<file path="src/rtl/pwm_peripheral.sv">
// Shared 8-bit PWM generator driving 16 pins, each forced low, held high, or
// following the waveform; duty updates are taken only at period starts.
module pwm_peripheral #(
  parameter int unsigned PRESCALE = 13
) (
  input  logic        clk,
  input  logic        rst_n,
  input  logic [7:0]  en_reg_out_7_0,
  input  logic [7:0]  en_reg_out_15_8,
  input  logic [7:0]  en_reg_pwm_7_0,
  input  logic [7:0]  en_reg_pwm_15_8,
  input  logic [7:0]  pwm_duty_cycle,
  output logic [15:0] out,
  output logic        period_start
);

  localparam logic [15:0] LP_PRE_LAST = 16'(PRESCALE - 1);

  logic [15:0] r_pre_cnt;
  logic [7:0]  r_pwm_cnt;
  logic [7:0]  r_duty_shadow;
  logic [15:0] r_out;
  logic        r_period_start;

  logic        w_tick;
  logic        w_pstart;
  logic [7:0]  w_eff_duty;
  logic        w_pwm_raw;
  logic [15:0] w_en_out;
  logic [15:0] w_en_pwm;
  logic [15:0] w_out_next;

  assign w_tick     = (r_pre_cnt == LP_PRE_LAST);
  assign w_pstart   = (r_pre_cnt == 16'd0) && (r_pwm_cnt == 8'd0);
  // The duty input is used directly on the first step so the new value
  // governs the whole period it is latched for.
  assign w_eff_duty = w_pstart ? pwm_duty_cycle : r_duty_shadow;
  assign w_pwm_raw  = (w_eff_duty == 8'hFF) ? 1'b1 : (r_pwm_cnt < w_eff_duty);
  assign w_en_out   = {en_reg_out_15_8, en_reg_out_7_0};
  assign w_en_pwm   = {en_reg_pwm_15_8, en_reg_pwm_7_0};

  genvar gi;
  generate
    for (gi = 0; gi < 16; gi++) begin : g_pin
      assign w_out_next[gi] = w_en_out[gi] & (~w_en_pwm[gi] | w_pwm_raw);
    end
  endgenerate

  always_ff @(posedge clk or negedge rst_n) begin
    if (!rst_n) begin
      r_pre_cnt      <= 16'd0;
      r_pwm_cnt      <= 8'd0;
      r_duty_shadow  <= 8'd0;
      r_out          <= 16'd0;
      r_period_start <= 1'b0;
    end else begin
      r_pre_cnt      <= w_tick ? 16'd0 : r_pre_cnt + 16'd1;
      if (w_tick) begin
        r_pwm_cnt <= r_pwm_cnt + 8'd1;
      end
      if (w_pstart) begin
        r_duty_shadow <= pwm_duty_cycle;
      end
      r_out          <= w_out_next;
      r_period_start <= w_pstart;
    end
  end

  assign out          = r_out;
  assign period_start = r_period_start;

endmodule

</file>
<file path="config.mk">
export PLATFORM = sky130hd
export DESIGN_NAME = pwm_peripheral
export DESIGN_NICKNAME = d
export VERILOG_FILES = /design/src/rtl/pwm_peripheral.sv
export SDC_FILE = /design/constraint.sdc
export NUM_CORES = 1
export LEC_CHECK = 0
export CAP_MARGIN = 20
export CORE_ASPECT_RATIO = 0.9
export CORE_MARGIN = 5
export CORE_UTILIZATION = 40
export DETAILED_ROUTE_END_ITERATION = 7
export PLACE_DENSITY = 0.67
export SKIP_LAST_GASP = 1
export SYNTH_ARGS = -nofsm -noshare
export SYNTH_HDL_FRONTEND = slang
export SYNTH_SLANG_ARGS = --single-unit
</file>
<file path="constraint.sdc">
create_clock -name clk -period 9.05 [get_ports clk]
set_input_delay 2.2625 -clock clk [delete_from_list [all_inputs] [get_ports clk]]
set_output_delay 2.2625 -clock clk [all_outputs]
set_load 0.01 [all_outputs]
</file>
# After elaboration in Yosys (flattened, before gate mapping)
# Index checks and enable logic that the tools add are counted.
# W data, S select, Z words.
[word_totals]
register_bits = 49
input_bits = 42
output_inout_bits = 17
word_cells = 64
[classes]
addsub = 2
order_cmp = 1
eq_ne = 2
muxes = 3
bitwise_logic = 48
n_reduce_logical = 3
[ops]
columns = ["cell", "n"]
rows = [
  ["$add A16 B1 Y16 const B", 1],
  ["$and A1 B1 Y1", 16],
  ["$eq A16 B4 Y1 const B", 1],
  ["$logic_not A16 Y1", 1],
  ["$mux W16", 1],
  ["$not A1 Y1", 16],
  ["$or A1 B1 Y1", 16],
  ["$add A8 B1 Y8 const B", 1],
  ["$eq A8 B8 Y1 const B", 1],
  ["$logic_not A8 Y1", 1],
  ["$lt A8 B8 Y1", 1],
  ["$mux W8", 1],
  ["$logic_and A1 B1 Y1", 1],
  ["$mux W1", 1],
]

# Longest topological paths before layout
[logic_depth]
ltp_word = 7
ltp_mapped = 16
depth_no_buf = 14

# Worst setup path after synthesis
# No wires, ideal clock.
[synth_path]
path_kind = "input port to flip-flop"
from = "input port pwm_duty_cycle[5]"
to = "register r_out[0] (netlist: out[0])"
setup_time_ps = 81
arrival_time_ps = 3811
t_required_ps = 8969
setup_slack_ps = 5157
cell_stages = 10
path_buffers = 1
path_cell_list = "mux2_2 inv_1 ha_1 a21o_1 a21o_1 a21o_1 clkbuf_1 nand2_1 o21ai_0 a31oi_2"
[synth_via]
elab_chain_cells = 5
elab_cells_between_ends = 6
classes_between = "1 x order compare; 1 x eq/ne; 2 x mux; 2 x bitwise"
[synth_lines]
columns = ["item", "line_no", "text"]
rows = [
  ["from (decl)", "12", "input logic [7:0] pwm_duty_cycle,"],
  ["$mux W8 (*)", "-", ""],
  ["$lt A8 B8 Y1 or $eq A8 B8 Y1 (tied branches)", "38", "assign w_pwm_raw = (w_eff_duty == 8'hFF) ? 1'b1 : (r_pwm_cnt < w_eff_duty);"],
  ["$mux W1 (*)", "38", ""],
  ["$or A1 B1 Y1 (*)", "45", "assign w_out_next[gi] = w_en_out[gi] & (~w_en_pwm[gi] | w_pwm_raw);"],
  ["$and A1 B1 Y1 (*)", "45", ""],
  ["named net w_out_next[0]", "31", "logic [15:0] w_out_next;"],
  ["to (signal assigned)", "64", "r_out <= w_out_next;"],
  ["to (decl)", "22", "logic [15:0] r_out;"],
]
# The timed path passes the listed nets; every way through them passes the cells marked *.
# A chain may end at the register's enable or synchronous reset.

# Worst setup path after layout
[layout_path]
from = "input port pwm_duty_cycle[3]"
to = "register r_out[15] (netlist: out[15])"
[layout_via]
elab_chain_cells = 5
elab_cells_between_ends = 6
classes_between = "1 x order compare; 1 x eq/ne; 2 x mux; 2 x bitwise"
[layout_lines]
columns = ["item", "line_no", "text"]
rows = [
  ["$mux W8 (*)", "-", ""],
  ["named net w_eff_duty[3]", "27", "logic [7:0] w_eff_duty;"],
  ["$lt A8 B8 Y1 or $eq A8 B8 Y1 (tied branches)", "38", ""],
  ["$mux W1 (*)", "38", ""],
  ["$or A1 B1 Y1 (*)", "45", ""],
  ["$and A1 B1 Y1 (*)", "45", ""],
  ["named net w_out_next[15]", "31", ""],
]
# Marked as above.

==> results.txt <==
Sw frac - 21.6%
Min Tclk post-route - 4340 ps
Post-CTS Setup Inserts - 0
Critical path arrival - 4480 ps
Top-area cell type share of the netlist area - 48.3%
Initial Util - 41.3%
Tot Pwr - 0.000437 W
Combinational share of power - 11.0%
Cell family with most CP delay - compound AO/OA/AOI/OAI gates
GRT Util Overall - 14.4%
Cell Rows - 27
PwrDens - 132 mW/mm²
Internal - 0.000342 W
Ys Warns - 0
# fillers - 558
Fin. Hold Viols - 0
Ports - 59
CTS resizes - 0
Wire per inst - 14.1 µm
Layout area overhead - 30.2%
Critical setup path kind - input port to flop
CTS max path bufs - 2
Ranking of synthesized cells by area - dfrtp_1, a31oi_2, ha_1, xnor2_1, o21ai_0
Slowest-stage cell, CP - o31ai_4
Clk pwr share - 37.1%
Die Area - 0.00805 mm²
Crit path cell chain - clkdlybuf4s50_1 > mux2_2 > inv_1 > ha_1 > and3_1 > a311oi_2 > o31ai_4 > a31oi_1
CP max FO - 16
Final hold slack - 483 ps
Flops & latches, synth - 49
Setup TNS - 0 ps
Unrepaired setup endpoints after global routing - no
Fin crit share - 48.0%
TritonCTS Buffers - 5
DR vias - 1856
Clk slew on worst S/H paths - 80 ps
Synth Cell Area - 0.00254 mm²
Psw - 0.0000942 W
Core box area - 0.00615 mm²
Endpoints failing setup - 0
Slew headroom - 39.3%
F_max - 230 MHz
Final Skew - 12.7 ps
Vias in the first global route - 1932
Crit path buf inv count - 2
Async S/R FF share, synth - 100%
Slowest stage delay, CP - 770 ps
GRT overflow - 0
Vias per cell - 4.98
CTS Sinks - 49
Sequential fraction of the synthesis area - 48.3%
Leak pwr - 1.44 nW
Clk Latency, worst-skew pair - 300 ps
Status - complete, no violations
Layout cell share with drive strength beyond 1 - 11.9%
Worst-Margin Slew - 911 ps
GR Util met1 - 19.1%
Flop pwr share - 51.8%
Buffers on Ports - 58
CTS Hold Bufs - 0
Starting DRT DRC Count - 52
Global-route wire length before repair - 9130 µm
Mean area per synthesized cell - 11.2 µm²
Initial antenna violation count - 0
# diodes - 0
Layout Nets - 337
HP Class - flop to flop
Die Height - 85.6 µm
DR pass1 iterations - 4
Largest net degree at the start of global routing - 50
Number of synthesized flops with an enable pin - 0
DRC Markers - 0
Die Wd - 94.0 µm
Ys flop type - dfrtp_1
Yosys top cell by area - dfrtp_1
Worst endpoint required time - 9190 ps
Peak supply drop - 57.2 µV
DP HPWL - 3870 µm
CP endpoint kind - flop
Maxcap violations - 0
CTS H-tree depth - 2
Startpoint class of the critical path - input port
Root Buffer - clkbuf_8
Met3 Use GR - 6.67%
Post-DRT Antenna Nets - 0
GPL Wtd Cong - 0.737
TritonCTS clock tree - built
Syn Nets - 278
Gr busiest metal - met2
Max Slew Vio Count - 0
Met2 usage - 20.1%
Netlist cell types - 36
WL final - 5250 µm
Syn Inst Count - 226
-- layout by cell type (no fill, tap or decap), types with 9 or more instances in the layout --
cell type        Yosys  routed
o21ai_0             18      18
clkdlybuf4s50_1      0      57
a31oi_2             10      10
nand2_1             24      24
nand4_1              9       9
ha_1                10      10
xnor2_1             13      13
dfrtp_1             49      49
inv_1               13      13
nor2_1              13      13
-- synthesized netlist by cell type, types with 2 or more instances --
master and n:
a21o_1 3, a31oi_1 7, a31oi_2 10, and2_1 2, and3_1 8, buf_6 3, clkbuf_1 2, dfrtp_1 49
ha_1 10, inv_1 13, mux2_2 4, mux2i_1 4, nand2_1 24, nand3_1 4, nand4_1 9, nor2_1 13
nor2_2 2, nor3_1 3, nor3b_1 2, nor4_4 2, o21ai_0 18, xnor2_1 13, xor2_1 8
-- metal layers --
metal | vias up | share of wire [%]
met5 | - | 0
met4 | 0 | 1.6
met3 | 6 | 11
met2 | 66 | 43
met1 | 872 | 45
li1 | 912 | -
-- worst register-to-register path, delay by kind of cell (launching register included) --
kind            cells  cell delay [ps]
compound gates      2              990
flops               1              410
buf+inv             1               70
fa+ha+maj           2              390
mux                 2              600
simple gates        4             1050
-- stage by stage --
stage	std cells	utilization [%]	instance area [µm²]	setup slack (ps)
floorplan	226	-	2540	5160
global placement	364	51.6	3170	4440
detailed placement	364	51.6	3170	4410
CTS	372	53.5	3290	4730
global route	373	53.8	3310	4520
finish	373	53.8	3310	4710
-- cell families after synthesis --
family,after synthesis,synth area share [%]
AND/OR/NAND/NOR,75,18.0
flip-flops,49,48.3
XOR/XNOR,21,7.24
multiplexers,8,3.35
AO/OA/AOI/OAI,43,14.2
buffers and inverters,20,4.04
adder cells (fa/ha/maj),10,4.93
-- power by group through the flow --
stage | logic (W) | registers [W] | clock network (W)
2_1_floorplan | 0.0000123 | 0.000232 | 0
3_3_place_gp | 0.0000474 | 0.000231 | 0
3_5_place_dp | 0.0000476 | 0.000231 | 0
4_1_cts | 0.0000479 | 0.000226 | 0.000168
5_1_grt | 0.0000530 | 0.000227 | 0.000177
6_report | 0.0000481 | 0.000226 | 0.000162
-- sequential cells by signal (all words and copies together), names as in the netlist --
name           count
out               16
period_start       1
r_duty_shadow      8
r_pre_cnt         16
r_pwm_cnt          8
-- cell type report --
type                    count  area, µm²  area share (%)
clock buffers               7       86.3            2.61
clock inverters             1       30.0           0.908
inverters                  13       48.8            1.48
multi-input cells         157       1210            36.6
flip-flops and latches     49       1230            37.1
well taps                  87        109            3.29
repair buffers             59        596            18.0
-- worst paths after layout --
| path | end | startpoint | slack [ps] | depth (start not counted) |
|---|---|---|---|---|
| min reg2reg | r_pre_cnt[0] | r_pre_cnt[0] | 480 | 1 |
| min | r_pre_cnt[0] | r_pre_cnt[0] | 480 | 1 |
| min in group asynchronous | r_pre_cnt[9] | rst_n | 1920 | 1 |
| max | out[15] | pwm_duty_cycle[3] | 4710 | 8 |
| max reg2reg | out[15] | r_pre_cnt[0] | 5410 | 11 |
| max in group asynchronous | out[1] | rst_n | 6590 | 2 |
No activity file was read; power rests on OpenSTA's default activity.
